**src/rtl/pipe_hazard_ctrl_if.sv**
```systemverilog
// Hazard-control bus between the pipeline datapath (master) and the
// stall/flush/redirect controller (slave).
interface pipe_hazard_ctrl_if #(
    parameter int addrWidth = 16
);
    logic [4:0]           id_rs1;
    logic [4:0]           id_rs2;
    logic                 id_use_rs1;
    logic                 id_use_rs2;
    logic [4:0]           ex_rd;
    logic                 ex_mem_read;
    logic                 br_valid;
    logic                 br_taken;
    logic                 br_pred;
    logic [addrWidth-1:0] br_target;
    logic [addrWidth-1:0] br_pc_plus4;
    logic                 imem_ready;
    logic                 mem_op;
    logic                 dmem_ready;

    logic                 stall_pc;
    logic                 stall_id;
    logic                 flush_id;
    logic                 stall_ex;
    logic                 flush_ex;
    logic                 stall_mem;
    logic                 redirect_valid;
    logic [addrWidth-1:0] redirect_pc;
    logic [15:0]          mispredict_cnt;
    logic [15:0]          stall_cnt;

    modport master (
        output id_rs1, id_rs2, id_use_rs1, id_use_rs2, ex_rd, ex_mem_read,
               br_valid, br_taken, br_pred, br_target, br_pc_plus4,
               imem_ready, mem_op, dmem_ready,
        input  stall_pc, stall_id, flush_id, stall_ex, flush_ex, stall_mem,
               redirect_valid, redirect_pc, mispredict_cnt, stall_cnt
    );

    modport slave (
        input  id_rs1, id_rs2, id_use_rs1, id_use_rs2, ex_rd, ex_mem_read,
               br_valid, br_taken, br_pred, br_target, br_pc_plus4,
               imem_ready, mem_op, dmem_ready,
        output stall_pc, stall_id, flush_id, stall_ex, flush_ex, stall_mem,
               redirect_valid, redirect_pc, mispredict_cnt, stall_cnt
    );
endinterface

```
**src/rtl/pipe_hazard_ctrl.sv**
```systemverilog
// Central stall/flush/redirect controller for the 5-stage pipeline, with a
// pending-redirect register for fetches that are not ready and perf counters.
module pipe_hazard_ctrl #(
    parameter int addrWidth = 16
) (
    input logic               clk,
    input logic               rst,
    pipe_hazard_ctrl_if.slave hz
);
    typedef enum logic {RUN, MEM_BUSY} state_t;

    state_t               state, state_nx;
    logic                 pend_v;
    logic [addrWidth-1:0] pend_pc;
    logic [15:0]          misp_q, stall_q;

    logic                 dstall, mispredict, loaduse, ifwait;
    logic                 rs1_hit, rs2_hit;
    logic [addrWidth-1:0] target;
    logic                 stall_pc_w;

    always_ff @(posedge clk) begin
        if (rst) state <= RUN;
        else     state <= state_nx;
    end

    always_comb begin
        state_nx = state;
        case (state)
            RUN:      if (hz.mem_op && !hz.dmem_ready) state_nx = MEM_BUSY;
            MEM_BUSY: if (hz.dmem_ready)               state_nx = RUN;
            default:  state_nx = RUN;
        endcase
    end

    // Hazard terms, each already masked by the higher-priority ones.
    always_comb begin
        dstall     = ((state == RUN) && hz.mem_op && !hz.dmem_ready)
                  || ((state == MEM_BUSY) && !hz.dmem_ready);
        mispredict = hz.br_valid && (hz.br_taken != hz.br_pred) && !dstall;
        target     = hz.br_taken ? hz.br_target : hz.br_pc_plus4;
        rs1_hit    = hz.id_use_rs1 && (hz.id_rs1 == hz.ex_rd);
        rs2_hit    = hz.id_use_rs2 && (hz.id_rs2 == hz.ex_rd);
        loaduse    = hz.ex_mem_read && (hz.ex_rd != 5'd0) && (rs1_hit || rs2_hit)
                  && !dstall && !mispredict;
        ifwait     = !hz.imem_ready && !dstall;
        stall_pc_w = dstall || loaduse || ifwait;
    end

    always_comb begin
        hz.stall_pc       = 1'b0;
        hz.stall_id       = 1'b0;
        hz.flush_id       = 1'b0;
        hz.stall_ex       = 1'b0;
        hz.flush_ex       = 1'b0;
        hz.stall_mem      = 1'b0;
        hz.redirect_valid = 1'b0;
        hz.redirect_pc    = '0;
        hz.mispredict_cnt = '0;
        hz.stall_cnt      = '0;
        if (!rst) begin
            hz.stall_pc       = stall_pc_w;
            hz.stall_id       = dstall || loaduse;
            hz.stall_ex       = dstall;
            hz.stall_mem      = dstall;
            // A load-use stall holds IF/ID, so a fetch bubble must not flush it.
            hz.flush_id       = !dstall && (mispredict || pend_v || (ifwait && !loaduse));
            hz.flush_ex       = !dstall && (mispredict || loaduse);
            hz.redirect_valid = mispredict || pend_v;
            if (mispredict)  hz.redirect_pc = target;
            else if (pend_v) hz.redirect_pc = pend_pc;
            hz.mispredict_cnt = misp_q;
            hz.stall_cnt      = stall_q;
        end
    end

    // Redirect is held until a fetch actually completes outside a data stall.
    always_ff @(posedge clk) begin
        if (rst) begin
            pend_v  <= 1'b0;
            pend_pc <= '0;
            misp_q  <= '0;
            stall_q <= '0;
        end else begin
            if (!dstall) begin
                if (mispredict && !hz.imem_ready) begin
                    pend_v  <= 1'b1;
                    pend_pc <= target;
                end else if (hz.imem_ready) begin
                    pend_v  <= 1'b0;
                end
            end
            if (mispredict) misp_q  <= misp_q + 16'd1;
            if (stall_pc_w) stall_q <= stall_q + 16'd1;
        end
    end
endmodule

```
**src/flat_wrapper.sv**
```systemverilog
// flat-port wrapper written by rule: the top's interface ports become plain ports
module pipe_hazard_ctrl_flat 
#(
    parameter int addrWidth = 16
)
  (clk, rst, hz_id_rs1, hz_id_rs2, hz_id_use_rs1, hz_id_use_rs2, hz_ex_rd, hz_ex_mem_read, hz_br_valid, hz_br_taken, hz_br_pred, hz_br_target, hz_br_pc_plus4, hz_imem_ready, hz_mem_op, hz_dmem_ready, hz_stall_pc, hz_stall_id, hz_flush_id, hz_stall_ex, hz_flush_ex, hz_stall_mem, hz_redirect_valid, hz_redirect_pc, hz_mispredict_cnt, hz_stall_cnt);
  pipe_hazard_ctrl_if #(.addrWidth(addrWidth)) hz_i ();
  input logic clk;
  input logic rst;
  input wire logic [$bits(hz_i.id_rs1)-1:0] hz_id_rs1;
  input wire logic [$bits(hz_i.id_rs2)-1:0] hz_id_rs2;
  input wire logic [$bits(hz_i.id_use_rs1)-1:0] hz_id_use_rs1;
  input wire logic [$bits(hz_i.id_use_rs2)-1:0] hz_id_use_rs2;
  input wire logic [$bits(hz_i.ex_rd)-1:0] hz_ex_rd;
  input wire logic [$bits(hz_i.ex_mem_read)-1:0] hz_ex_mem_read;
  input wire logic [$bits(hz_i.br_valid)-1:0] hz_br_valid;
  input wire logic [$bits(hz_i.br_taken)-1:0] hz_br_taken;
  input wire logic [$bits(hz_i.br_pred)-1:0] hz_br_pred;
  input wire logic [$bits(hz_i.br_target)-1:0] hz_br_target;
  input wire logic [$bits(hz_i.br_pc_plus4)-1:0] hz_br_pc_plus4;
  input wire logic [$bits(hz_i.imem_ready)-1:0] hz_imem_ready;
  input wire logic [$bits(hz_i.mem_op)-1:0] hz_mem_op;
  input wire logic [$bits(hz_i.dmem_ready)-1:0] hz_dmem_ready;
  output wire logic [$bits(hz_i.stall_pc)-1:0] hz_stall_pc;
  output wire logic [$bits(hz_i.stall_id)-1:0] hz_stall_id;
  output wire logic [$bits(hz_i.flush_id)-1:0] hz_flush_id;
  output wire logic [$bits(hz_i.stall_ex)-1:0] hz_stall_ex;
  output wire logic [$bits(hz_i.flush_ex)-1:0] hz_flush_ex;
  output wire logic [$bits(hz_i.stall_mem)-1:0] hz_stall_mem;
  output wire logic [$bits(hz_i.redirect_valid)-1:0] hz_redirect_valid;
  output wire logic [$bits(hz_i.redirect_pc)-1:0] hz_redirect_pc;
  output wire logic [$bits(hz_i.mispredict_cnt)-1:0] hz_mispredict_cnt;
  output wire logic [$bits(hz_i.stall_cnt)-1:0] hz_stall_cnt;
  assign hz_i.id_rs1 = hz_id_rs1;
  assign hz_i.id_rs2 = hz_id_rs2;
  assign hz_i.id_use_rs1 = hz_id_use_rs1;
  assign hz_i.id_use_rs2 = hz_id_use_rs2;
  assign hz_i.ex_rd = hz_ex_rd;
  assign hz_i.ex_mem_read = hz_ex_mem_read;
  assign hz_i.br_valid = hz_br_valid;
  assign hz_i.br_taken = hz_br_taken;
  assign hz_i.br_pred = hz_br_pred;
  assign hz_i.br_target = hz_br_target;
  assign hz_i.br_pc_plus4 = hz_br_pc_plus4;
  assign hz_i.imem_ready = hz_imem_ready;
  assign hz_i.mem_op = hz_mem_op;
  assign hz_i.dmem_ready = hz_dmem_ready;
  assign hz_stall_pc = hz_i.stall_pc;
  assign hz_stall_id = hz_i.stall_id;
  assign hz_flush_id = hz_i.flush_id;
  assign hz_stall_ex = hz_i.stall_ex;
  assign hz_flush_ex = hz_i.flush_ex;
  assign hz_stall_mem = hz_i.stall_mem;
  assign hz_redirect_valid = hz_i.redirect_valid;
  assign hz_redirect_pc = hz_i.redirect_pc;
  assign hz_mispredict_cnt = hz_i.mispredict_cnt;
  assign hz_stall_cnt = hz_i.stall_cnt;
  pipe_hazard_ctrl #(.addrWidth(addrWidth)) u_core (.clk(clk), .rst(rst), .hz(hz_i));
endmodule
```
**config.mk**
```make
export PLATFORM = sky130hd
export DESIGN_NAME = pipe_hazard_ctrl_flat
export DESIGN_NICKNAME = d
export VERILOG_FILES = /design/src/rtl/pipe_hazard_ctrl_if.sv /design/src/rtl/pipe_hazard_ctrl.sv /design/src/flat_wrapper.sv
export SDC_FILE = /design/constraint.sdc
export NUM_CORES = 1
export LEC_CHECK = 0
export CORE_UTILIZATION = 31
export CTS_BUF_LIST = sky130_fd_sc_hd__clkbuf_8
export CTS_CLUSTER_SIZE = 24
export DETAILED_ROUTE_END_ITERATION = 7
export PLACE_DENSITY_LB_ADDON = 0.3
export SETUP_SLACK_MARGIN = 0.5
export SYNTH_ARGS = -nofsm -noshare
export SYNTH_HDL_FRONTEND = slang
export SYNTH_SLANG_ARGS = --single-unit
```
**constraint.sdc**
```tcl
create_clock -name clk -period 7.1 [get_ports clk]
set_input_delay 2.13 -clock clk [delete_from_list [all_inputs] [get_ports clk]]
set_output_delay 2.13 -clock clk [all_outputs]
set_load 0.05 [all_outputs]
```
==> results of run 1 <==
[power breakdown]
group          switching [uW]  internal, uW
Combinational            79.9          71.0
Clock                    90.7           113
Sequential               6.92           288
Total                     177           472
[cell usage after synthesis, drive strengths merged]
cell type | number | share of area (%)
and2 | 2 | 0.44
nand4 | 6 | 1.3
and4 | 4 | 1.2
and3 | 6 | 1.3
mux2i | 18 | 6.3
or3 | 10 | 2.4
nor3 | 5 | 0.88
or4 | 5 | 1.5
nor2 | 57 | 7.5
a311oi | 1 | 0.92
o21ai | 11 | 1.9
a211oi | 33 | 8.7
clkbuf | 13 | 1.7
ha | 2 | 0.88
nor4b | 1 | 0.31
xor2 | 10 | 3.1
xnor2 | 13 | 4.0
a21oi | 15 | 2.6
inv | 4 | 0.53
o21a | 1 | 0.26
nand3 | 13 | 2.3
o21bai | 2 | 0.53
o31ai | 3 | 0.79
nand2 | 15 | 2.0
buf | 11 | 2.5
nor2b | 32 | 7.0
mux2 | 4 | 1.6
o22ai | 1 | 0.22
a221oi | 1 | 0.31
dfxtp | 50 | 35
[routing by layer]
layer	GRT usage, %	vias up	part of all wire [%]	wire length (microns)
met5	0	-	0	0
met4	5.01	0	1.4	102
met3	3.15	8	4.4	328
met2	29.6	64	51	3870
met1	18.8	1274	43	3240
li1	-	1440	-	-
[worst reg2reg max path: cells and delay by family (launching register included)]
kind | cells | cell delay [ps]
flip-flops | 1 | 330
buffers and inverters | 1 | 210
AO/OA/AOI/OAI | 2 | 490
AND/OR/NAND/NOR | 3 | 1040
[kinds of logic (layout without fill, tap and decap cells)]
logic type	Yosys count	after routing	share of synthesized area, %
DFF	50	50	35.1
muxes	22	22	7.89
xor gates and xnor gates	23	23	7.06
buffers and inverters	28	132	4.78
adders and majority gates	2	2	0.876
and+or+nand+nor	156	156	28.1
AOI/OAI and AO/OA	68	68	16.3
[state kept, by name (all words and copies together), names as in the netlist]
name            cells
u_core.pend_v       1
u_core.pend_pc     16
u_core.misp_q      16
u_core.stall_q     16
u_core.state        1
[per-stage QoR]
step / area (sq um) / worst slack, ps / cells / hold slack (ps) / total power, uW
2_1_floorplan: 2910 / 417 / 349 / 455 / 386
3_3_place_gp: 4280 / 640 / 554 / 470 / 451
3_5_place_dp: 4280 / 572 / 554 / 484 / 454
4_1_cts: 4400 / 560 / 561 / 496 / 658
5_1_grt: 4400 / 556 / 561 / 519 / 680
6_report: 4400 / 691 / 561 / 491 / 650
[area by class of cell]
cell class | instances | share of cell area, %
timing repair buffer | 121 | 30.8
tap | 108 | 3.07
sequential | 50 | 22.8
inverter | 4 | 0.341
clock buffer | 6 | 1.88
multi-input combinational | 271 | 40.4
clock inverter | 1 | 0.683
[path summary, 6_finish.rpt]
path,start,to,slack (ps)
worst max register to register,u_core.state,u_core.misp_q[14],4970
worst min-delay path,u_core.stall_q[14],u_core.stall_q[14],490
worst max-delay path,hz_mem_op,hz_redirect_pc[14],690
worst min register to register,u_core.stall_q[14],u_core.stall_q[14],490
==> impl_summary.md, run 1 <==
Placed design
Routability-driven placement finished with a final weighted congestion of 0.786. Detailed placement finished with a half-perimeter wire length of 5840 microns. Input and output buffers added on the ports amount to 112.

Floorplan
The die height is 98.0 microns. The initial cell density of the core is 32.4%. After floorplanning, the core was divided into 34 placement rows.

The die boundary width is 98.0 microns. The number of I/O pins is 113. The placeable core area is 8810 sq um. The die footprint is 9600 sq um.

Global route
The total global-route track usage is 16.2%. The number of global-route vias before repair came to 2,757. The initial antenna violation count is 0. The first-pass GRT wire length is 12,900 microns. The aggregate global routing overflow is 0.

Entering global routing, the biggest net connects 33 pins.

Detailed routing
The number of vias per cell after detailed routing is 4.97. The routed layout has 2,786 vias. The total DRC errors in the routed layout is 4. After detailed routing, the total wire length is 7540 microns. The violation count after the first detailed-routing iteration is 65.

The average wire per standard cell is 13.4 microns. Once detail routing completed, the nets flagged for antenna violations numbered 0. The pre-antenna-repair detailed-routing pass consisted of 6 iterations.

Layout
Fill cells in the final layout number 836. The post-route netlist has 14.1% of its cells at a drive strength greater than 1. The library cell used most frequently in the layout, excluding fill and tap cells, is sky130_fd_sc_hd__clkdlybuf4s50_1. The diode insertion count for antenna repair is 0. The share of the core filled with cells is 49.9%.

Compared with the post-synthesis result, the final layout area differs by 54.0%. The number of nets at the end of the flow is 513. Summing all multi-input logic gate instances after layout gives 1780 sq um.

Across the whole layout, storage elements account for 1000 sq um. Leaving out fill and tap cells, the most frequent cells in the layout are 90 x sky130_fd_sc_hd__clkdlybuf4s50_1, 57 x sky130_fd_sc_hd__nor2_1, 50 x sky130_fd_sc_hd__dfxtp_1, 32 x sky130_fd_sc_hd__nor2b_1, 23 x sky130_fd_sc_hd__a211oi_1.

Setup path
The arrival time reported for the critical path endpoint is 4280 ps. On the worst path, the slowest cell contributes a delay of 420 ps. The type of element capturing the critical path is an output pin. STA puts the critical path data required time at 4970 ps. In this run the worst path has a maximum fanout of 24.

The family of cells with the greatest summed delay on the critical path is buffers and inverters. The critical path goes through clkdlybuf4s50_1, o21bai_1, and3_2, buf_4, nor2_1, a211oi_1, buf_12. The setup path with the least slack is of type in2out. STA classifies the critical path startpoint as a primary input. The critical path runs through a total of 7 cells. The number of buffers and inverters on the critical path is 3. Measured in cells, the most critical reg-to-reg path has a length of 6. The largest individual stage delay along the critical path comes from the cell sky130_fd_sc_hd__clkdlybuf4s50_1.

Flow run
The max capacitance violation total is 0.

STA
Measured against its own limit, the worst slew margin works out to 65.7%. The number of slew-limit violations in the final report was 0. Setup violations remaining at the end of the flow were counted as 0. The number of endpoints with negative hold slack in the final report came to 0.

The highest attainable clock frequency is 0.156 GHz. Setup repair after global routing left no endpoint under its margin. For the final database, setup skew stands at 7.00 ps. The slew of the pin with the lowest slew margin is 513 ps. Adding up every negative setup slack in the final design gives 0 ps. In the finished design, the share of the clock period the worst path needs comes to 90.3%. For the finished layout, the period the worst path requires is 6410 ps.

CTS
The total clock buffers created by CTS is 5. The CTS tree is done. Clock-pin slew was measured on the worst setup and hold paths at 80 ps. In this run the deepest clock path goes through 2 buffers.

The clock sink count is 50. Clock latency on the worst-skew pair, taken at its later pin, is 290 ps. After clock tree synthesis, the setup repair step added 0 buffers. In this run, post-CTS repair resized a total of 0 instances. Hold repair after CTS inserted 0 buffers. The H-tree depth reported by CTS is 2. The cell sitting at the root of the clock tree is a sky130_fd_sc_hd__clkbuf_8.

Outcome
The checks that failed: DRC. The run finished, with violations left.

Yosys
The post-synthesis average cell area is 8.18 sq um. The number of different library cells used by synthesis comes to 36. In the synthesized netlist, the number of instances is 349.

For this run, the number of Yosys warnings is 0. The number of nets produced by synthesis is 409. The netlist area before placement is 2860 sq um. The post-synthesis sequential element count is 50. The proportion of synthesized chip area in sequential cells is 35.1%.

Hold path
Counting instances, the worst hold path has a depth of 2. The path type of the worst min-delay path is reg2reg.

Pwr
The leakage power total is 0.00154 uW. Dividing total power by cell area gives a power density of 148 nW/um^2. The largest voltage drop on the vdd net is 0.0962 mV.
No activity file was read; power rests on OpenSTA's default activity.
==> inputs of run 2 (changes only) <==
--- a/config.mk
+++ b/config.mk
@@ -5,12 +5,14 @@
 export SDC_FILE = /design/constraint.sdc
 export NUM_CORES = 1
 export LEC_CHECK = 0
+export CORE_MARGIN = 4
 export CORE_UTILIZATION = 31
 export CTS_BUF_LIST = sky130_fd_sc_hd__clkbuf_8
 export CTS_CLUSTER_SIZE = 24
 export DETAILED_ROUTE_END_ITERATION = 7
 export PLACE_DENSITY_LB_ADDON = 0.3
 export SETUP_SLACK_MARGIN = 0.5
+export SLEW_MARGIN = 20
 export SYNTH_ARGS = -nofsm -noshare
 export SYNTH_HDL_FRONTEND = slang
 export SYNTH_SLANG_ARGS = --single-unit
==> run 2 against run 1 <==
  * The flow now finishes without violations
  * Combinational power about the same
  * Worst hold slack better by 5.4 ps
  * Sequential power barely moved
  * Cell count unchanged
  * Sequential cell count is the same
  * Routed wire length rose by 7.7%
  * Core utilization shrank 0.49 points
  * Via count up 1.2%
  * Critical path type unchanged
==> impl_summary.md, run 2 (synthesis gave the netlist of run 1 again) <==
Floorplan
The initial cell density of the core is 32.3%. Row generation in the floorplan step produced 34 rows. The die height is 104 microns. The floorplan step defined a core boundary enclosing 8850 sq um.

In this run the horizontal extent of the chip is 104 microns. The number of I/O pins is 113. The die footprint is 10,800 sq um.

STA
The headroom to the max-slew limit is 41.3%. Setup repair after global routing left no endpoint under its margin. Static timing analysis puts the maximum clock frequency at 0.157 GHz. For the final database, setup skew stands at 4.81 ps. On the final layout, the worst hold slack is 496 ps. The number of slew-limit violations in the final report is 0. The final period utilization is 89.8%. The number of endpoints with negative hold slack in the final report is 0. For the finished layout, the period the worst path requires is 6380 ps.

Setup violations remaining at the end of the flow were counted as 0. For the final routed database, the setup TNS stands at 0 ps. The slew of the pin with the lowest slew margin is 880 ps.

Setup slack closes at 721 ps.

Setup path
Data on the critical path arrives at its endpoint at 4250 ps. The worst-case register-to-register setup slack is 5060 ps. Together, buffers and inverters on the worst path number 3. The worst-path cell with the longest stage delay is sky130_fd_sc_hd__clkdlybuf4s50_1.

The maximum fanout count along the critical path is 32. The kind of start point of the critical path is a primary input. For the worst flop-to-flop path, the logic depth is 6. STA classifies the critical path endpoint as an output pin.

On the critical path the largest part of the delay comes from buffers and inverters. In this design, the stage delay of the slowest critical-path cell is 500 ps. The endpoint identified for the worst register-to-register timing path is u_core.misp_q[10]. Walking the worst path, the cells encountered are clkdlybuf4s50_1, xor2_1, and3_1, buf_4, nor2_1, a211oi_1, buf_12. Data on the critical path is required at its endpoint by 4970 ps. The startpoint of the worst-slack reg-to-reg timing path is u_core.state. The critical path is of the in2out type.

Detailed routing
For this block, the initial DRC count from the detailed router was 48. The total DRC errors in the routed layout is 0. The average wire per standard cell is 14.5 microns. For this block, the routed nets add up to 8120 microns of wire. The post-route antenna net violation count is 0. The routed via count is 2,819. After detailed routing, the number of vias per cell comes to 5.02.

The first detailed-routing pass took 4 iterations.

Layout
The number of fill cells in the layout is 842. Measured on the finished design, the core utilization comes to 49.4%. The largest registers in the layout are u_core.misp_q x16, u_core.pend_pc x16, u_core.stall_q x16. Relative to the synthesized area, the layout overhead comes to 53.2%. The diode insertion count for antenna repair is 0. The library cell used most frequently in the layout, excluding fill and tap cells, is sky130_fd_sc_hd__clkdlybuf4s50_1. Registers take 1000 sq um. In the final layout, the share of cells above drive strength 1 is 13.7%. In the layout the commonest cells are 90 x sky130_fd_sc_hd__clkdlybuf4s50_1, 57 x sky130_fd_sc_hd__nor2_1, 50 x sky130_fd_sc_hd__dfxtp_1, 32 x sky130_fd_sc_hd__nor2b_1, 23 x sky130_fd_sc_hd__a211oi_1. In the final layout, the multi-input gates occupy 1780 sq um. The final layout contains 512 nets.

Pwr
The switching power as a share of total power is 29.2%. VDD sags by at most 0.0707 mV. The relative contribution of sequential cells to total power is 47.8%. The leakage power total is 0.00154 uW. The cell internal power dissipation is 437 uW. The power density over the cells is 141 nW/um^2.

Summed over all nets, the switching power comes to 180 uW. The part of the power in combinational logic is 24.7%. In this run, the clock network consumes 27.5% of the power.

CTS
The clock sink count is 50. The CTS tree is done. After clock tree synthesis, the clock-pin slew on the worst setup and hold paths is 90 ps.

For the worst-skew pair, the clock arrives at the later sink with an insertion delay of 300 ps. The H-tree depth reported by CTS is 2. Clock tree synthesis inserted a total of 5 buffers.

The worst-case clock buffer depth is 2. The post-cts hold buffer count is 0. The clock tree root driver cell is sky130_fd_sc_hd__clkbuf_8.

Global route
The first-pass GRT wire length is 13,800 microns. The number of global-route vias before repair is 2,915. Entering global routing, the biggest net connects 51 pins. The total global-route track usage is 15.0%.

The initial antenna violation count is 0. The aggregate global routing overflow is 0.

Hold path
The number of cells on the worst hold path is 2. The path type of the worst min-delay path is reg2reg. The sink of the worst hold path is u_core.stall_q[14]. In this run the most critical hold path is launched from u_core.stall_q[14].

Placed design
The number of port buffers is 112. The detailed-placement wirelength estimate is 6250 microns. The placer's final routability congestion estimate is 0.758. The setup slack at placement is 505 ps.

Outcome
The run finished with clean final reports.

Flow run
Max-cap violations in this run came to 0.
[run 2: layer usage]
metal / track usage, % / up-vias / wire (microns)
met5: 0 / - / 0
met4: 5.22 / 0 / 156
met3: 2.86 / 11 / 336
met2: 27.6 / 57 / 4190
met1: 17.4 / 1312 / 3440
li1: - / 1439 / -
[run 2: layout make-up]
type                    instances  share of cell area, %
flip-flops and latches         50                   22.9
multi-input cells             271                   40.8
clock buffers                   6                   1.89
clock inverters                 2                  0.200
inverters                       4                  0.343
repair buffers                120                   30.8
well taps                     108                   3.09
[run 2: repair_timing]
item,in CTS,in global routing
gates resized for setup,1,0
setup endpoints to repair,1,0
setup buffers,0,0
[run 2: worst max path at each step]
stage	startpoint	to	slack, ps	depth (start not counted)
6_report	hz_br_taken	hz_redirect_pc[0]	720	7
5_1_grt	hz_mem_op	hz_redirect_pc[14]	600	7
4_1_cts	hz_mem_op	hz_redirect_pc[14]	750	7
3_5_place_dp	hz_dmem_ready	hz_redirect_pc[0]	510	7
3_3_place_gp	hz_dmem_ready	hz_redirect_valid	560	7
2_1_floorplan	hz_br_taken	hz_redirect_pc[12]	420	7
[run 2: power groups by stage]
stage	clock network (uW)	logic (uW)	registers (uW)
6_report	170	152	295
5_1_grt	187	166	297
4_1_cts	175	154	295
3_5_place_dp	0	153	301
3_3_place_gp	0	151	301
2_1_floorplan	0	86.7	300
[run 2: per-stage QoR]
| stage | cells | power, uW | area [sq um] |
|---|---|---|---|
| 2_1_floorplan | 349 | 386 | 2910 |
| 3_3_place_gp | 553 | 453 | 4280 |
| 3_5_place_dp | 553 | 455 | 4280 |
| 4_1_cts | 561 | 624 | 4380 |
| 5_1_grt | 561 | 649 | 4380 |
| 6_report | 561 | 617 | 4380 |
[run 2: worst reg2reg max path: stages, from the launching register on]
cell and delay, ps:
sky130_fd_sc_hd__dfxtp_1 320, sky130_fd_sc_hd__o21bai_1 330, sky130_fd_sc_hd__and3_1 260, sky130_fd_sc_hd__buf_4 190
sky130_fd_sc_hd__nand4_1 280, sky130_fd_sc_hd__or3_1 430, sky130_fd_sc_hd__a21oi_1 160
